**config.mk**
```make
export PLATFORM = sky130hd
export DESIGN_NAME = exmem_pipe
export DESIGN_NICKNAME = d
export VERILOG_FILES = /design/src/rtl/exmem_pipe.sv
export SDC_FILE = /design/constraint.sdc
export NUM_CORES = 1
export LEC_CHECK = 0
export CAP_MARGIN = 20
export CORE_MARGIN = 2
export CORE_UTILIZATION = 45
export CTS_CLUSTER_SIZE = 40
export DETAILED_ROUTE_END_ITERATION = 10
export PLACE_DENSITY = 0.95
export RECOVER_POWER = 100
export SLEW_MARGIN = 20
export SYNTH_ARGS = -nofsm -noshare
export SYNTH_HDL_FRONTEND = slang
export SYNTH_SLANG_ARGS = --single-unit
```
**constraint.sdc**
```tcl
create_clock -name clk -period 2.4 [get_ports clk]
set_input_delay 0.48 -clock clk [delete_from_list [all_inputs] [get_ports clk]]
set_output_delay 0.48 -clock clk [all_outputs]
set_load 0.01 [all_outputs]
```
**src/rtl/exmem_pipe.sv**
```systemverilog
// EX/MEM pipeline register: captures execute-stage results and control,
// with stall, flush, a halt sequence (one-cycle data-memory dump then
// freeze) and a count of valid instructions entering MEM.
module exmem_pipe (
    input  logic        clk,
    input  logic        rst,
    input  logic [15:0] ALUResultIn,
    input  logic [15:0] ReadData2In,
    input  logic [2:0]  ALUFlagsIn,
    input  logic [2:0]  WriteRegIn,
    input  logic [2:0]  SetSelectIn,
    input  logic        RegWriteIn,
    input  logic        MemToRegIn,
    input  logic        DMemWriteIn,
    input  logic        DMemEnIn,
    input  logic        HaltIn,
    input  logic        ValidIn,
    input  logic        Stall,
    input  logic        Flush,
    output logic [15:0] ALUResult,
    output logic [15:0] ReadData2,
    output logic [2:0]  ALUFlags,
    output logic [2:0]  WriteReg,
    output logic [2:0]  SetSelect,
    output logic        RegWrite,
    output logic        MemToReg,
    output logic        DMemWrite,
    output logic        DMemEn,
    output logic        DMemDump,
    output logic        Halted,
    output logic        FreezeUp,
    output logic [15:0] InstrCount
);

    typedef enum logic {
        RUN    = 1'b0,
        HALTED = 1'b1
    } state_t;

    state_t      state;
    state_t      nextState;

    logic [15:0] aluResult;
    logic [15:0] readData2;
    logic [2:0]  aluFlags;
    logic [2:0]  writeReg;
    logic [2:0]  setSelect;
    logic        regWrite;
    logic        memToReg;
    logic        dMemWrite;
    logic        dMemEn;
    logic        halt;
    logic        v;
    logic [15:0] count;

    logic        live;
    logic        dump;

    // State register; only reset leaves HALTED
    always_ff @(posedge clk or negedge rst) begin
        if (!rst) begin
            state <= RUN;
        end else begin
            state <= nextState;
        end
    end

    // Next state: a valid halt sitting in MEM freezes the pipe on the next
    // edge, regardless of Stall, since the halt has already been accepted
    always_comb begin
        nextState = state;
        if (state == RUN && v && halt) begin
            nextState = HALTED;
        end
    end

    // Pipeline register and instruction counter: HALTED > Flush > Stall > load
    always_ff @(posedge clk or negedge rst) begin
        if (!rst) begin
            aluResult <= '0;
            readData2 <= '0;
            aluFlags  <= '0;
            writeReg  <= '0;
            setSelect <= '0;
            regWrite  <= 1'b0;
            memToReg  <= 1'b0;
            dMemWrite <= 1'b0;
            dMemEn    <= 1'b0;
            halt      <= 1'b0;
            v         <= 1'b0;
            count     <= '0;
        end else if (state == HALTED) begin
            // frozen: hold everything
        end else if (Flush) begin
            v         <= 1'b0;
            regWrite  <= 1'b0;
            memToReg  <= 1'b0;
            dMemWrite <= 1'b0;
            dMemEn    <= 1'b0;
            halt      <= 1'b0;
        end else if (!Stall) begin
            aluResult <= ALUResultIn;
            readData2 <= ReadData2In;
            aluFlags  <= ALUFlagsIn;
            writeReg  <= WriteRegIn;
            setSelect <= SetSelectIn;
            regWrite  <= RegWriteIn;
            memToReg  <= MemToRegIn;
            dMemWrite <= DMemWriteIn;
            dMemEn    <= DMemEnIn;
            halt      <= HaltIn;
            v         <= ValidIn;
            if (ValidIn) begin
                count <= count + 16'd1;
            end
        end
    end

    // Output gating: control only acts for a valid instruction while running;
    // the dump cycle suppresses normal data-memory access
    always_comb begin
        live       = v & (state == RUN);
        dump       = live & halt;
        ALUResult  = aluResult;
        ReadData2  = readData2;
        ALUFlags   = aluFlags;
        WriteReg   = writeReg;
        SetSelect  = setSelect;
        RegWrite   = regWrite & live;
        MemToReg   = memToReg & live;
        DMemWrite  = dMemWrite & live & ~dump;
        DMemEn     = dMemEn & live & ~dump;
        DMemDump   = dump;
        Halted     = (state == HALTED);
        FreezeUp   = (state == HALTED);
        InstrCount = count;
    end

endmodule

```
==> implementation parameters, run 1 <==
Parameter                              Value

Outcome
  Run status ... complete, but fails checks
  Violated checks ... max-capacitance violations, max-slew violations

Worst setup path
  Critical path endpoint category ... output port
  Worst EP required ... about 1.9 ns
  Crit Path Max Fanout ... 5
  Worst Setup SP ... v
  Worst Reg2Reg Path Length in Cells ... 5
  Worst Setup Start Kind ... flop
  Worst path arrival time ... between 1.5 and 2 ns
  Crit path kind ... reg2out
  Startpoint of the lowest-slack register-to-register path ... FreezeUp
  Slack of the worst reg-to-reg path ... around 0.66 ns
  FF-to-FF End ... InstrCount[1]
  Termination of the worst setup path ... DMemWrite

Global routing
  Maximum number of pins on one net before global-route repair ... 47
  Via count of the first global-routing pass ... slightly below 2000
  Number of antenna violations at the first check in global routing ... 0
  Total routing usage reported by global routing ... roughly 19%
  Global-route wire length before repair ... roughly 9 mm
  Leftover overflow at the end of global routing ... 0

Cells and area
  Antenna diodes ... 0
  Area delta synth->final ... 52.85%
  Final layout net count ... ~350
  Fraction of final layout cells with drive strength greater than 1 ... approximately a fifth
  Most common library cell in the layout ignoring fill and taps ... sky130_fd_sc_hd__dfrtp_1
  Top library cells by usage in the layout, fill and taps aside ... sky130_fd_sc_hd__dfrtp_1, sky130_fd_sc_hd__dlygate4sd3_1, sky130_fd_sc_hd__clkdlybuf4s50_1

STA
  Tightest Pin Transition ... approximately 1.6 ns
  Max_slew headroom ... -8.241%
  Count of final hold-check violations ... 0
  Total of endpoints with negative setup slack in the final report ... 0
  Worst-case clock skew ... just over 0.008 ns
  Number of max-slew violations in the final report ... 30
  Final period util ... approximately 95%
  Final setup slack of the worst path ... ~0.12 ns
  Fmax achieved ... about 0.44 GHz
  Post-layout minimum cycle time ... ~2.3 ns
  Tightest hold margin ... between 0.4 and 0.5 ns
  RSZ-0062 raised after global routing ... false
  Aggregate negative setup slack ... 0 ns

Floorplan
  Initial standard-cell utilization of the core ... 46.75%
  Height of the die ... ~80 µm
  Floorplan die width ... between 70 and 80 µm
  Total core area ... ~5500 µm²
  Row count ... 27
  Floorplan die area ... between 6000 and 7000 µm²
  IO Count ... 115

Place
  Post-Place Worst Slack ... around 0.25 ns
  Count of input and output buffers ... about 110
  Post-DP HPWL ... around 4.3 mm
  Weighted congestion reported at the end of routability-driven placement ... roughly 0.8

Drt
  DRC violation count after routing ... 0
  Top layer in use ... met4
  Via total after detailed routing ... between 1500 and 2000
  Antenna Nets Post-Route ... 0
  Met3 routed wirelength ... around 430 µm
  Length of the first detailed-routing pass in iterations ... 4
  DR WL met2 ... about 3 mm
  Post-DR vias/cell ... 4.931
  Total wirelength of the detailed-routed design ... ~5.7 mm
  Post-detailed-route wirelength per cell ... around 15 µm
  Met1 Routed Length ... 2.267 mm
  Number of design-rule violations left by the first detailed-router iteration ... 61

CTS
  Number of buffers inserted to repair setup after CTS ... 0
  Maximum clock insertion buffer count ... 2
  Register clock-pin slew on the reported worst setup and hold paths ... ~0.06 ns
  Cell at the root of the clock tree ... sky130_fd_sc_hd__clkbuf_8
  Number of H-tree levels ... 3
  Clock tree from TritonCTS ... built
  CTS sink count ... 64
  Cts bufs inserted ... 9
  Clock latency on the worst-skew pair ... approximately 0.33 ns
  Hold-fix buffers, CTS ... 0
  Resized cells post-CTS ... 0

Power and ir drop
  Highest ir drop seen on vdd ... roughly 0.75 mV
  Leak pwr ... around 1.7 nW
  Ratio of total power to cell area ... 1044 nW/µm²

Logic synthesis
  Async S/R FF share, synth ... 100.0%
  Synthesized cell area ... about 2600 µm²
  Warning count from the yosys run ... 0
  Main synth FF type ... sky130_fd_sc_hd__dfrtp_1
  Proportion of synthesized chip area in sequential cells ... around three fifths
  Flip-flop and latch count after synthesis ... 64
  Average instance area after synthesis ... between 10 and 15 µm²
  Syn Nets ... 230
  Number of different library cells in the post-synthesis netlist ... 28
  EDFF count, synth ... 0
  Post-Synthesis Cells ... between 150 and 200

Min path
  Class of the tightest hold or removal check ... reg2reg

Job
  Max-Cap Viols ... 1
==> final cells by class <==
class	count	area, µm²
fill	395	1582
tap	72	90.09
inverter	2	7.507
timing repair buffer	117	1182
sequential	64	1602
clock inverter	3	17.52
clock buffer	12	155.1
multi-input combinational	105	904.6
==> cell usage after synthesis, types with 2 or more instances <==
cell type | number | area share, %
sky130_fd_sc_hd__a22o_1 | 3 | 1.0
sky130_fd_sc_hd__nand4_1 | 5 | 1.2
sky130_fd_sc_hd__nor2_1 | 4 | 0.58
sky130_fd_sc_hd__o21ai_0 | 2 | 0.39
sky130_fd_sc_hd__a22oi_1 | 2 | 0.58
sky130_fd_sc_hd__and2_1 | 3 | 0.72
sky130_fd_sc_hd__nand3_1 | 6 | 1.2
sky130_fd_sc_hd__nor2b_1 | 2 | 0.48
sky130_fd_sc_hd__inv_1 | 2 | 0.29
sky130_fd_sc_hd__dfrtp_1 | 64 | 62
sky130_fd_sc_hd__xnor2_1 | 11 | 3.7
sky130_fd_sc_hd__and3_1 | 2 | 0.48
sky130_fd_sc_hd__buf_6 | 2 | 0.87
sky130_fd_sc_hd__mux2_2 | 42 | 18
sky130_fd_sc_hd__nand2_1 | 8 | 1.2
sky130_fd_sc_hd__and3b_1 | 2 | 0.68
sky130_fd_sc_hd__buf_4 | 5 | 1.4
sky130_fd_sc_hd__xor2_1 | 3 | 1.0
==> how the worst min path moves through the flow <==
stage | endpoint | slack (ns) | cells past startpoint | from
5_1_grt | InstrCount[15] | 0.50 | 1 | InstrCount[15]
2_1_floorplan | ALUFlags[0] | 0.18 | 0 | rst
3_5_place_dp | v | 0.46 | 2 | v
3_3_place_gp | v | 0.46 | 2 | v
6_report | InstrCount[15] | 0.49 | 1 | InstrCount[15]
4_1_cts | InstrCount[4] | 0.21 | 1 | rst
==> power by group <==
part / total (mW) / switching [mW] / leakage (nW) / internal [mW]
clock network: 0.793 / 0.371 / 0.0882 / 0.422
registers: 1.74 / 0.233 / 0.786 / 1.51
logic: 1.60 / 0.619 / 0.843 / 0.981
==> cell families after synthesis <==
| family | share of synthesized area [%] |
|---|---|
| DFF | 61.84 |
| muxes | 18.26 |
| and+or+nand+nor | 9.179 |
| xor gates and xnor gates | 5.363 |
| buffers and inverters | 2.609 |
| AOI/OAI and AO/OA | 2.271 |
| adders and majority gates | 0.4830 |
==> metal layers <==
metal	global-route usage (%)	up-vias
li1	-	861
met1	22.49	897
met2	32.61	81
met3	6.222	10
met4	8.814	0
met5	0	-
==> worst max-delay path, cell delays in order (launching register included) <==
cell,delay (ns)
sky130_fd_sc_hd__dfrtp_1,0.35
sky130_fd_sc_hd__nor2b_1,0.32
sky130_fd_sc_hd__and3b_1,0.21
sky130_fd_sc_hd__dlygate4sd3_1,0.60
==> state kept, by name, summed over array words and instances, names as in the netlist, 3 cells and up <==
| signal | cells |
|---|---|
| ALUResult | 16 |
| WriteReg | 3 |
| ReadData2 | 16 |
| ALUFlags | 3 |
| SetSelect | 3 |
| InstrCount | 16 |
==> per-stage QoR <==
stage / instance area (µm²) / utilization [%] / std cells / power [mW]
after detailed placement: 3804 / 68.65 / 360 / 3.562
final: 3959 / 71.45 / 375 / 4.132
after CTS: 3976 / 71.77 / 375 / 4.373
after global routing: 3959 / 71.45 / 375 / 4.383
after global placement: 3804 / 68.65 / 360 / 3.487
after floorplan: 2590 / - / 178 / 2.498
Note: power is estimated with default switching activity, not from simulation.
==> run 2: changes to the inputs <==
--- a/config.mk
+++ b/config.mk
@@ -5,6 +5,7 @@
 export SDC_FILE = /design/constraint.sdc
 export NUM_CORES = 1
 export LEC_CHECK = 0
+export ABC_AREA = 1
 export CAP_MARGIN = 20
 export CORE_MARGIN = 2
 export CORE_UTILIZATION = 45
==> run 2 against run 1 <==
The flow now finishes without violations. Critical endpoint unchanged. Global-route usage up 1.7 points. First-iteration DRC count is 38% lower. Final cell count grew 37%. Largest power group unchanged. Sequential share of layout area fell by 1.1 points.
==> implementation parameters, run 2 <==
Parameter                              Value

Drt
  Length of the first detailed-routing pass in iterations ... 6
  Via total after detailed routing ... roughly 2400
  Post-detailed-route wirelength per cell ... around 13 µm
  DRC violation count after routing ... 0
  Total wirelength of the detailed-routed design ... approximately 6.6 mm
  Number of design-rule violations left by the first detailed-router iteration ... 38
  Post-DR vias/cell ... approximately 4.7
  Antenna Nets Post-Route ... 0

Worst setup path
  Slack of the worst reg-to-reg path ... between 0.5 and 0.6 ns
  Worst Setup Start Kind ... flop
  Worst EP required ... between 1.5 and 2 ns
  Critical path endpoint category ... output port
  Worst path arrival time ... approximately 1.8 ns
  Crit Path Max Fanout ... 5
  Crit path kind ... reg2out

Power and ir drop
  Leak pwr ... 2.054 nW
  Highest ir drop seen on vdd ... between 0.6 and 0.7 mV
  Ratio of total power to cell area ... about 1000 nW/µm²

STA
  Count of final hold-check violations ... 0
  Total of endpoints with negative setup slack in the final report ... 0
  Number of max-slew violations in the final report ... 0
  RSZ-0062 raised after global routing ... false
  Tightest Pin Transition ... 0.9511 ns
  Worst-case clock skew ... about 0.010 ns
  Fmax achieved ... 0.4436 GHz
  Aggregate negative setup slack ... 0 ns
  Final period util ... a little over nine tenths
  Post-layout minimum cycle time ... around 2.3 ns
  Max_slew headroom ... between 30% and 40%

Cells and area
  Most common library cell in the layout ignoring fill and taps ... sky130_fd_sc_hd__nand2_1
  Non-Filler Cell Area, Final ... slightly above 4000 µm²
  Top library cells by usage in the layout, fill and taps aside ... sky130_fd_sc_hd__nand2_1, sky130_fd_sc_hd__dfrtp_1, sky130_fd_sc_hd__dlygate4sd3_1
  Non-filler instance count after layout ... 512
  Antenna diodes ... 0
  Area delta synth->final ... 50.79%
  Final layout net count ... slightly below 500
  Fraction of final layout cells with drive strength greater than 1 ... about 4.1%

Logic synthesis
  Number of different library cells in the post-synthesis netlist ... 19
  Area share of xor/xnor cells in the synthesized design ... under 10%
  Flip-flop and latch count after synthesis ... 64
  Main area contributors after synthesis ... sky130_fd_sc_hd__dfrtp_1, sky130_fd_sc_hd__nand2_1, sky130_fd_sc_hd__nor2_1
  Post-Synthesis Cells ... about 310
  Dominant combinational cell family by area after synthesis ... simple AND/OR/NAND/NOR gates
  Async S/R FF share, synth ... 100.0%
  Adder-cell share of the synthesized area ... 0.4638%
  Synth top area share ... slightly below 60%
  EDFF count, synth ... 0
  Most used standard cells in the synthesized netlist ... sky130_fd_sc_hd__nand2_1, sky130_fd_sc_hd__dfrtp_1, sky130_fd_sc_hd__nor2_1
  Synth area leader ... sky130_fd_sc_hd__dfrtp_1
  Average instance area after synthesis ... between 8 and 9 µm²
  Synthesized-area fraction occupied by ao, oa, aoi and oai cells ... under 10%
  Synthesized cell area ... ~2700 µm²
  Synth Area in Simple Gates ... a little under a third
  Syn Nets ... 365
  Multiplexer share of the synthesized area ... 0%
  Proportion of synthesized chip area in sequential cells ... 59.37%
  Most used standard cell by instance count after synthesis ... sky130_fd_sc_hd__nand2_1
  Warning count from the yosys run ... 0
  Main synth FF type ... sky130_fd_sc_hd__dfrtp_1

Floorplan
  IO Count ... between 100 and 150
  Height of the die ... slightly above 80 µm
  Floorplan die area ... 6630 µm²
  Row count ... 28
  Total core area ... about 5900 µm²
  Floorplan die width ... slightly above 80 µm
  Initial standard-cell utilization of the core ... a little under half

Outcome
  Run status ... complete, no violations

CTS
  Clock latency on the worst-skew pair ... about 0.32 ns
  Maximum clock insertion buffer count ... 2
  CTS sink count ... 64
  Resized cells post-CTS ... 0
  Cts bufs inserted ... 9
  Number of buffers inserted to repair setup after CTS ... 0
  Cell at the root of the clock tree ... sky130_fd_sc_hd__clkbuf_8
  Hold-fix buffers, CTS ... 0
  Register clock-pin slew on the reported worst setup and hold paths ... roughly 0.070 ns
  Number of H-tree levels ... 3
  Clock tree from TritonCTS ... built

Global routing
  Number of antenna violations at the first check in global routing ... 0
  Global-route wire length before repair ... 10.61 mm
  Via count of the first global-routing pass ... between 2000 and 2500
  Leftover overflow at the end of global routing ... 0
  Maximum number of pins on one net before global-route repair ... 47
  Total routing usage reported by global routing ... between 20% and 30%

Place
  Weighted congestion reported at the end of routability-driven placement ... about 0.84
  Count of input and output buffers ... about 110
  Number of placed instances, taps included ... between 400 and 500
  Post-DP HPWL ... just under 5 mm
  Placed standard-cell area ... 3885 µm²

Job
  Max-Cap Viols ... 0

Min path
  Class of the tightest hold or removal check ... in2async
-- run 2: path summary, 6_finish.rpt --
kind,from,endpoint,cells after the start
setup / recovery,FreezeUp,DMemWrite,4
max in group asynchronous,rst,ALUResult[13],2
min in group clk,WriteReg[2],WriteReg[2],2
hold / removal,rst,InstrCount[10],1
hold reg to reg,WriteReg[2],WriteReg[2],2
setup reg to reg,FreezeUp,InstrCount[14],6
-- run 2: cells by family (layout without fill, tap and decap cells) --
kind of cell	after synthesis	in the layout
compound gates	8	8
simple gates	203	203
fa+ha+maj	1	1
buf+inv	27	151
flops	64	64
xor+xnor	10	10
-- run 2: metrics by stage --
stage          utilization (%)  hold slack (ns)  power (mW)  setup WS [ns]
2_1_floorplan                -           0.1844       2.407          1.036
3_3_place_gp             66.40           0.4251       3.360         0.5455
3_5_place_dp             66.40           0.4297       3.448         0.5068
4_1_cts                  70.06          0.07573       4.450         0.1540
5_1_grt                  69.53           0.3478       4.513        0.06351
6_report                 69.53           0.2785       4.226         0.1459
-- run 2: cell type report --
class / instances / area (µm²)
timing repair buffer: 118 / 1156
clock inverter: 3 / 65.06
clock buffer: 13 / 148.9
sequential: 64 / 1602
inverter: 17 / 63.81
multi-input combinational: 222 / 938.4
fill: 457 / 1783
tap: 75 / 93.84
-- run 2: layer usage --
layer | global-route usage (%) | wire (µm) | vias up
met5 | 0 | 0 | -
met2 | 38.36 | 3474 | 81
li1 | - | - | 1189
met4 | 8.983 | 94 | 0
met3 | 4.945 | 494 | 9
met1 | 23.34 | 2582 | 1123
-- run 2: where the power goes --
part	switching (mW)	leakage [nW]	internal, mW
clock	0.377	0.108	0.613
combinational	0.717	1.13	0.766
sequential	0.248	0.820	1.50
-- run 2: critical path: stages (launching register included) --
cell                              delay, ns
sky130_fd_sc_hd__dfrtp_1               0.44
sky130_fd_sc_hd__inv_1                 0.13
sky130_fd_sc_hd__nand2_1               0.15
sky130_fd_sc_hd__nor3_1                0.17
sky130_fd_sc_hd__clkdlybuf4s50_1       0.56
==> run 3: changes to the inputs <==
--- a/config.mk
+++ b/config.mk
@@ -6,6 +6,7 @@
 export NUM_CORES = 1
 export LEC_CHECK = 0
 export ABC_AREA = 1
+export ABC_CLOCK_PERIOD_IN_PS = 2400
 export CAP_MARGIN = 20
 export CORE_MARGIN = 2
 export CORE_UTILIZATION = 45
==> results of run 3 <==
Same layout as run 2: the final DEF is identical, and so are final timing and power.
